**src/rtl/asic_ram_serializer.sv**
```systemverilog
// Transmit-side stand-in for the ASIC RAM readout link: pops 16-bit words from a FIFO
// and shifts them out MSB first on an active-low line, framed by active-low TransmitOn.
//
// state | meaning
// IDLE  | waiting for StartTransmit with a non-zero WordCount
// FETCH | waiting for the FIFO to hold the first word of the frame
// LOAD  | capturing the first word, clearing bit/period counters
// SHIFT | serializing; prefetches the next word during the last bit
// GAP   | forced idle so the receiver sees TransmitOn high and resets
module asic_ram_serializer #(
  parameter int BIT_PERIOD = 8,
  parameter int GAP_CYCLES = 16
) (
  input  logic        Clk,
  input  logic        reset,
  input  logic        StartTransmit,
  input  logic [15:0] WordCount,
  input  logic [15:0] fifo_data,
  input  logic        fifo_empty,
  output logic        fifo_rd_en,
  output logic        Dout,
  output logic        TransmitOn,
  output logic        Busy,
  output logic        Done,
  output logic        Underrun
);

  localparam int PW = $clog2(BIT_PERIOD);
  localparam int GW = $clog2(GAP_CYCLES + 1);
  localparam logic [PW-1:0] PCNT_LAST    = PW'(BIT_PERIOD - 1);
  localparam logic [PW-1:0] PCNT_WIN_END = PW'(BIT_PERIOD - 3);
  localparam logic [GW-1:0] GAP_LOAD     = GW'(GAP_CYCLES - 1);

  localparam logic [2:0] IDLE  = 3'd0;
  localparam logic [2:0] FETCH = 3'd1;
  localparam logic [2:0] LOAD  = 3'd2;
  localparam logic [2:0] SHIFT = 3'd3;
  localparam logic [2:0] GAP   = 3'd4;

  logic [2:0]    state;
  logic [15:0]   words_left;
  logic [15:0]   shift_reg;
  logic [15:0]   next_word;
  logic [3:0]    bit_cnt;
  logic [PW-1:0] period_cnt;
  logic [GW-1:0] gap_cnt;
  logic          pf_pending;
  logic          have_next;
  logic          in_window;
  logic          pf_rd;
  logic          starved;

  // Prefetch window ends two clocks before the wrap so the word is captured in time.
  always_comb begin
    in_window  = (state == SHIFT) && (bit_cnt == 4'd15) && (period_cnt <= PCNT_WIN_END);
    pf_rd      = in_window && (words_left != 16'd0) && !pf_pending && !have_next && !fifo_empty;
    starved    = in_window && (period_cnt == PCNT_WIN_END) && (words_left != 16'd0) &&
                 !pf_pending && !have_next && fifo_empty;
    fifo_rd_en = !reset && !fifo_empty && ((state == FETCH) || pf_rd);
  end

  always_ff @(posedge Clk) begin
    if (reset) begin
      state      <= IDLE;
      words_left <= 16'd0;
      shift_reg  <= 16'd0;
      next_word  <= 16'd0;
      bit_cnt    <= 4'd0;
      period_cnt <= '0;
      gap_cnt    <= '0;
      pf_pending <= 1'b0;
      have_next  <= 1'b0;
      Dout       <= 1'b1;
      TransmitOn <= 1'b1;
      Busy       <= 1'b0;
      Done       <= 1'b0;
      Underrun   <= 1'b0;
    end else begin
      Done <= 1'b0;
      case (state)
        IDLE: begin
          if (StartTransmit && (WordCount != 16'd0)) begin
            words_left <= WordCount;
            Underrun   <= 1'b0;
            Busy       <= 1'b1;
            state      <= FETCH;
          end
        end
        FETCH: begin
          if (!fifo_empty) state <= LOAD;
        end
        LOAD: begin
          shift_reg  <= fifo_data;
          Dout       <= ~fifo_data[15];
          TransmitOn <= 1'b0;
          words_left <= words_left - 1'b1;
          bit_cnt    <= 4'd0;
          period_cnt <= '0;
          pf_pending <= 1'b0;
          have_next  <= 1'b0;
          state      <= SHIFT;
        end
        SHIFT: begin
          if (pf_rd) pf_pending <= 1'b1;
          if (pf_pending) begin
            next_word  <= fifo_data;
            have_next  <= 1'b1;
            pf_pending <= 1'b0;
            words_left <= words_left - 1'b1;
          end
          if (starved) Underrun <= 1'b1;
          if (period_cnt == PCNT_LAST) begin
            period_cnt <= '0;
            if (bit_cnt == 4'd15) begin
              if (have_next) begin
                shift_reg <= next_word;
                Dout      <= ~next_word[15];
                bit_cnt   <= 4'd0;
                have_next <= 1'b0;
              end else begin
                TransmitOn <= 1'b1;
                Dout       <= 1'b1;
                Done       <= 1'b1;
                gap_cnt    <= GAP_LOAD;
                state      <= GAP;
              end
            end else begin
              shift_reg <= {shift_reg[14:0], 1'b0};
              Dout      <= ~shift_reg[14];
              bit_cnt   <= bit_cnt + 1'b1;
            end
          end else begin
            period_cnt <= period_cnt + 1'b1;
          end
        end
        GAP: begin
          if (gap_cnt == '0) begin
            Busy  <= 1'b0;
            state <= IDLE;
          end else begin
            gap_cnt <= gap_cnt - 1'b1;
          end
        end
        default: state <= IDLE;
      endcase
    end
  end

endmodule

```
**config.mk**
```make
export PLATFORM = sky130hd
export DESIGN_NAME = asic_ram_serializer
export DESIGN_NICKNAME = d
export VERILOG_FILES = /design/src/rtl/asic_ram_serializer.sv
export SDC_FILE = /design/constraint.sdc
export NUM_CORES = 1
export LEC_CHECK = 0
export BUFFER_PORTS_ARGS = -buffer_cell sky130_fd_sc_hd__buf_2
export CAP_MARGIN = 20
export CORE_MARGIN = 3
export CORE_UTILIZATION = 62
export DETAILED_ROUTE_END_ITERATION = 8
export PLACE_DENSITY = 0.85
export SYNTH_ARGS = -nofsm -noshare
export SYNTH_HDL_FRONTEND = slang
export SYNTH_SLANG_ARGS = --single-unit
```
**constraint.sdc**
```tcl
create_clock -name Clk -period 6.4 [get_ports Clk]
set_clock_uncertainty 0.2 [all_clocks]
set_input_delay 0.96 -clock Clk [delete_from_list [all_inputs] [get_ports Clk]]
set_output_delay 0.96 -clock Clk [all_outputs]
set_load 0.005 [all_outputs]
```
After elaboration in Yosys (flattened, before gate mapping)
Cells that the tools add are included.

Add/subtract/negate cells: 4. Bitwise operators: 6. Equal/unequal tests: 17. Order comparisons: 1. Multiplexer cells: 48. Reduce and logical (&&, ||, !) cells: 38.

Operator list (number): case mux 16 bit (3 select lines) (1); 2-to-1 mux 15 bit (3); 2-to-1 mux 16 bit (2); nonzero test 16 bit (2); case mux 15 bit (2 select lines) (1); 2-to-1 mux 3 bit (7); 2-to-1 mux 5 bit (4); 2-to-1 mux 1 bit (17); subtractor 16 x 1 -> 16 bit (second input constant) (1); case mux 3 bit (5 select lines) (1); logical AND 1 bit (14); inequality test 2 bit (second input constant) (7); 2-to-1 mux 4 bit (3); case mux 1 bit (2 select lines) (6); AND reduction 3 bit (4); case mux 5 bit (2 select lines) (1); == test 3 bit (second input constant) (3); case mux 4 bit (2 select lines) (1); nonzero test 2 bit (4); == test 3 x 2 -> 1 bit (second input constant) (2); NOT 1 bit (6); case mux 3 bit (2 select lines) (1); AND reduction 6 bit (1); zero test 5 bit (1); other kinds (16) (21).

Output and inout port bits: 6. Logic and storage cells: 128. Flip-flop bits (word level): 69. Input bits: 36.

Longest topological paths before layout
Depth in word-level cells: 10. Depth in mapped cells: 8. Depth with buffers taken out: 7.

Least setup slack after synthesis
Ideal clock, no wire load.

Path type: input to output. Start: input reset. End: output fifo_rd_en. Stages on the path: 3. Arrival: 1.500 ns. Buffers on the path: 2. Slack: 3.740 ns. Data required time: 5.240 ns. Cells stage by stage: clkbuf_1 -> clkbuf_1 -> a211oi_1.

Cells in the longest elaborated chain, start to end: 3.

Ends and longest elaborated chain: from (decl) (line 15) `input logic reset,`; zero test 1 bit (line 59) `fifo_rd_en = !reset && !fifo_empty && ((state == FETCH) || pf_rd);`; logical AND 1 bit (2 in series) (line 59); to (decl) (line 20) `output logic fifo_rd_en,`.

No other way between the ends.

Worst setup path after layout
Start: register state[0]. End: output fifo_rd_en.

Cells in the longest elaborated chain, start to end: 9. Elaborated cells on any way between the ends: 10. Classes of those cells: eq/ne (2); reduce/logical (8).

Ends and longest elaborated chain: from (decl) (line 40) `logic [2:0] state;`; from (signal assigned) (line 64) `state <= IDLE;`; from (signal assigned) (line 86) `state <= FETCH;`; from (signal assigned) (line 90) `if (!fifo_empty) state <= LOAD;`; == test 3 x 2 -> 1 bit (line 55) `in_window = (state == SHIFT) && (bit_cnt == 4'd15) && (period_cnt <= PCNT_WIN_END);`; logical AND 1 bit (2 in series) (line 55); logical AND 1 bit (4 in series) (line 56) `pf_rd = in_window && (words_left != 16'd0) && !pf_pending && !have_next && !fifo_empty;`; logical OR 1 bit (*) (line 59); logical AND 1 bit (*) (line 59).

Every way passes the cells marked *; elsewhere a longest branch is shown, timed or not.

==> run_results.csv <==
group,metric,value,unit
outcome,status,"completed",
sta,maxSlewHeadroom,0.263,
clock_network,cts_tree,"built",
setup_path,required,5.24,ns
clock_network,htree_levels,3,
clock_network,cts_hold_buf,0,
drt,drc,0,
logic_synthesis,ys_ff_latch,69,
job,drv_cap,0,
sta,fin_setup_tns,0,ns
sta,hold_violations,0,
power,ir_worst_vdd,163,uV
final_layout,design_area,0.00392,sq mm
setup_path,arrival,2.38,ns
setup_path,r2r_slack,3.52,ns
power,leakage,0.00152,uW
die,core,0.00530,sq mm
global_route,first_global_vias,3039,
sta,fmax,0.282,GHz
logic_synthesis,synth_nets,502,
placed_design,placed_area,0.00371,sq mm
final_layout,drive_gt1_frac,0.140,
die,rows,26,
final_layout,num_antenna_cells,0,
sta,finalMaxSlewViolations,0,
drt,dr_total_vias,3356,
setup_path,crit_path_end,"fifo_rd_en",
placed_design,dp_hpwl,5260,um
setup_path,crit_fanout,16,
setup_path,worst_path_dominant_cell_family,"simple AND/OR/NAND/NOR gates",
logic_synthesis,synth.distinct_cells,55,
setup_path,critPathMaxStageDelay,0.65,ns
clock_network,clock_latency,0.34,ns
power,power-per-cell-area,252,mW/mm^2
die,num_io_pins,42,
sta,min_period_over_period,0.553,
logic_synthesis,synth_edf_count,0,
drt,firstDrtPassIters,5,
clock_network,post_cts_resized,0,
setup_path,critPathLaunchType,"register",
logic_synthesis,yosysSeqAreaShare,0.392,
setup_path,r2r_start,"bit_cnt[0]",
logic_synthesis,synthArstFlopShare,0,
setup_path,crit_path_start,"state[0]",
sta,layout_min_cycle_time,3.54,ns
placed_design,portBuffers,41,
drt,drtAntennaViolNets,0,
setup_path,path_class,"reg -> out",
placed_design,place_congestion,0.870,
drt,drt_wl_total,8170,um
clock_network,numCtsBuffers,9,
clock_network,root_buffer,"clkbuf_8",
drt,drtIter0Drc,241,
sta,rsz0062_at_grt,"false",
sta,timing.hold.ws,0.257,ns
logic_synthesis,syn_avg_cell_area,7.69,sq um
sta,finalSetupViolations,0,
final_layout,fin_nets,526,
clock_network,post_cts_buffers,0,
setup_path,worstRegToRegCells,7,
logic_synthesis,synth_area,0.00352,sq mm
die,dieArea,0.00662,sq mm
logic_synthesis,synth_cells,458,
final_layout,fillers,439,
setup_path,path_buf_inv,1,
final_layout,area_growth,11.3,%
clock_network,clk_path_buf_depth,2,
drt,viasPerCell,6.05,
die,die_w,81.4,um
logic_synthesis,ys_warn_count,0,
global_route,antenna_found_initial,0,
setup_path,cp-end-kind,"output pin",
global_route,grt_use_total,0.253,
hold_path,hold_class,"reg -> reg",
die,die_y,81.4,um
setup_path,crit_chain,"nor2b_1 > and4b_1 > o31ai_1 > a211o_1 > a211oi_1 > buf_2",
sta,tightestPinTransition,1.10,ns
global_route,grt_max_degree,70,
setup_path,r2r_end,"bit_cnt[3]",
logic_synthesis,synth-main-ff-cell,"dfxtp_1",
clock_network,clk_pin_slew,0.07,ns
die,initial_core_util,0.664,
setup_path,slowest_stage,"dfxtp_1",
drt,wl_per_cell,14.7,um
global_route,overflow,0,
setup_path,critical_path_cell_count,6,
global_route,grt_pass1_wl,13200,um
clock_network,cts_sinks,69,
==> power breakdown <==
part	leakage (uW)	switching, uW	internal, uW
Sequential	0.000560	21.4	448
Clock	0.000102	155	208
Combinational	0.000860	98.2	59.6
Total	0.00152	274	715
==> Yosys cell counts, drive strengths merged (7+ instances only) <==
library cell | n | share of area
a21oi | 63 | 0.089
buf | 7 | 0.011
clkbuf | 26 | 0.028
dfxtp | 69 | 0.39
ha | 8 | 0.028
inv | 7 | 0.0075
mux2i | 15 | 0.043
nand2 | 100 | 0.11
nand3 | 8 | 0.011
nor2 | 28 | 0.030
nor3 | 14 | 0.020
nor4 | 8 | 0.016
o211ai | 15 | 0.032
o21ai | 20 | 0.028
==> layer usage <==
metal	GRT usage	routed length, um	up-vias
met1	0.294	3600	1567
met2	0.457	4060	92
met5	0	0	-
met4	0.0997	103	0
li1	-	-	1684
met3	0.0421	395	13
==> worst reg2reg max path: cells and delay by family (launching register included) <==
family | cells | cell delay, ns
and+or+nand+nor | 1 | 0.45
buffers and inverters | 1 | 0.34
DFF | 1 | 0.38
adders and majority gates | 1 | 0.21
AOI/OAI and AO/OA | 4 | 1.22
==> cell type report <==
cell class / instances / area (sq um) / share of cell area
tap: 70 / 87.6 / 0.0223
sequential: 69 / 1380 / 0.352
timing repair buffer: 46 / 246 / 0.0629
clock buffer: 13 / 169 / 0.0431
inverter: 7 / 26.3 / 0.00670
multi-input combinational: 349 / 1980 / 0.505
clock inverter: 1 / 30.0 / 0.00766
==> per-stage QoR <==
step,power (uW),util,std cells,worst slack (ns)
finish,989,0.739,555,2.86
global route,1030,0.739,555,2.71
CTS,989,0.737,554,2.87
detailed placement,632,0.700,540,3.06
global placement,628,0.700,540,3.07
floorplan,589,-,458,3.74
==> cells in the final DEF (no fill, tap or decap), types with 2 or more instances in the layout <==
cell	netlist	final
nor2_1	28	28
a211oi_1	6	6
a31o_2	2	2
a21oi_1	63	63
nand4_1	3	3
or3_1	3	3
buf_2	4	41
and3_1	3	3
or4_1	2	2
o31ai_1	5	5
xor2_1	3	3
a22oi_1	3	3
buf_4	0	4
a31oi_1	4	4
nand2_1	100	100
o41ai_1	2	2
a22o_1	2	2
o21a_1	2	2
dfxtp_1	69	69
mux2i_1	15	15
nor4_1	7	7
and4b_1	2	2
ha_1	8	8
nand3_1	8	8
inv_1	7	7
and2_1	2	2
clkbuf_8	0	12
o21ai_0	19	19
nor2b_1	2	2
o211ai_1	15	15
nor3_1	14	14
nand2b_1	4	4
==> cell families (layout without fill, tap and decap cells) <==
kind of cell               after synthesis  count (layout)  share of synthesized area
AOI/OAI and AO/OA                      137             137                      0.241
xor gates and xnor gates                 3               3                    0.00746
adders and majority gates                8               8                     0.0284
buffers and inverters                   40              67                     0.0462
DFF                                     69              69                      0.392
muxes                                   15              15                     0.0426
and+or+nand+nor                        186             186                      0.242
==> worst min-delay path by stage <==
stage	startpoint	to	slack (ns)	depth (start not counted)
finish	Underrun	Underrun	0.26	2
global placement	next_word[0]	next_word[0]	0.24	2
detailed placement	next_word[1]	next_word[1]	0.25	2
floorplan	next_word[10]	next_word[10]	0.24	2
CTS	next_word[1]	next_word[1]	0.26	2
global route	next_word[5]	next_word[5]	0.27	2
(Power assumes the default switching activity.)
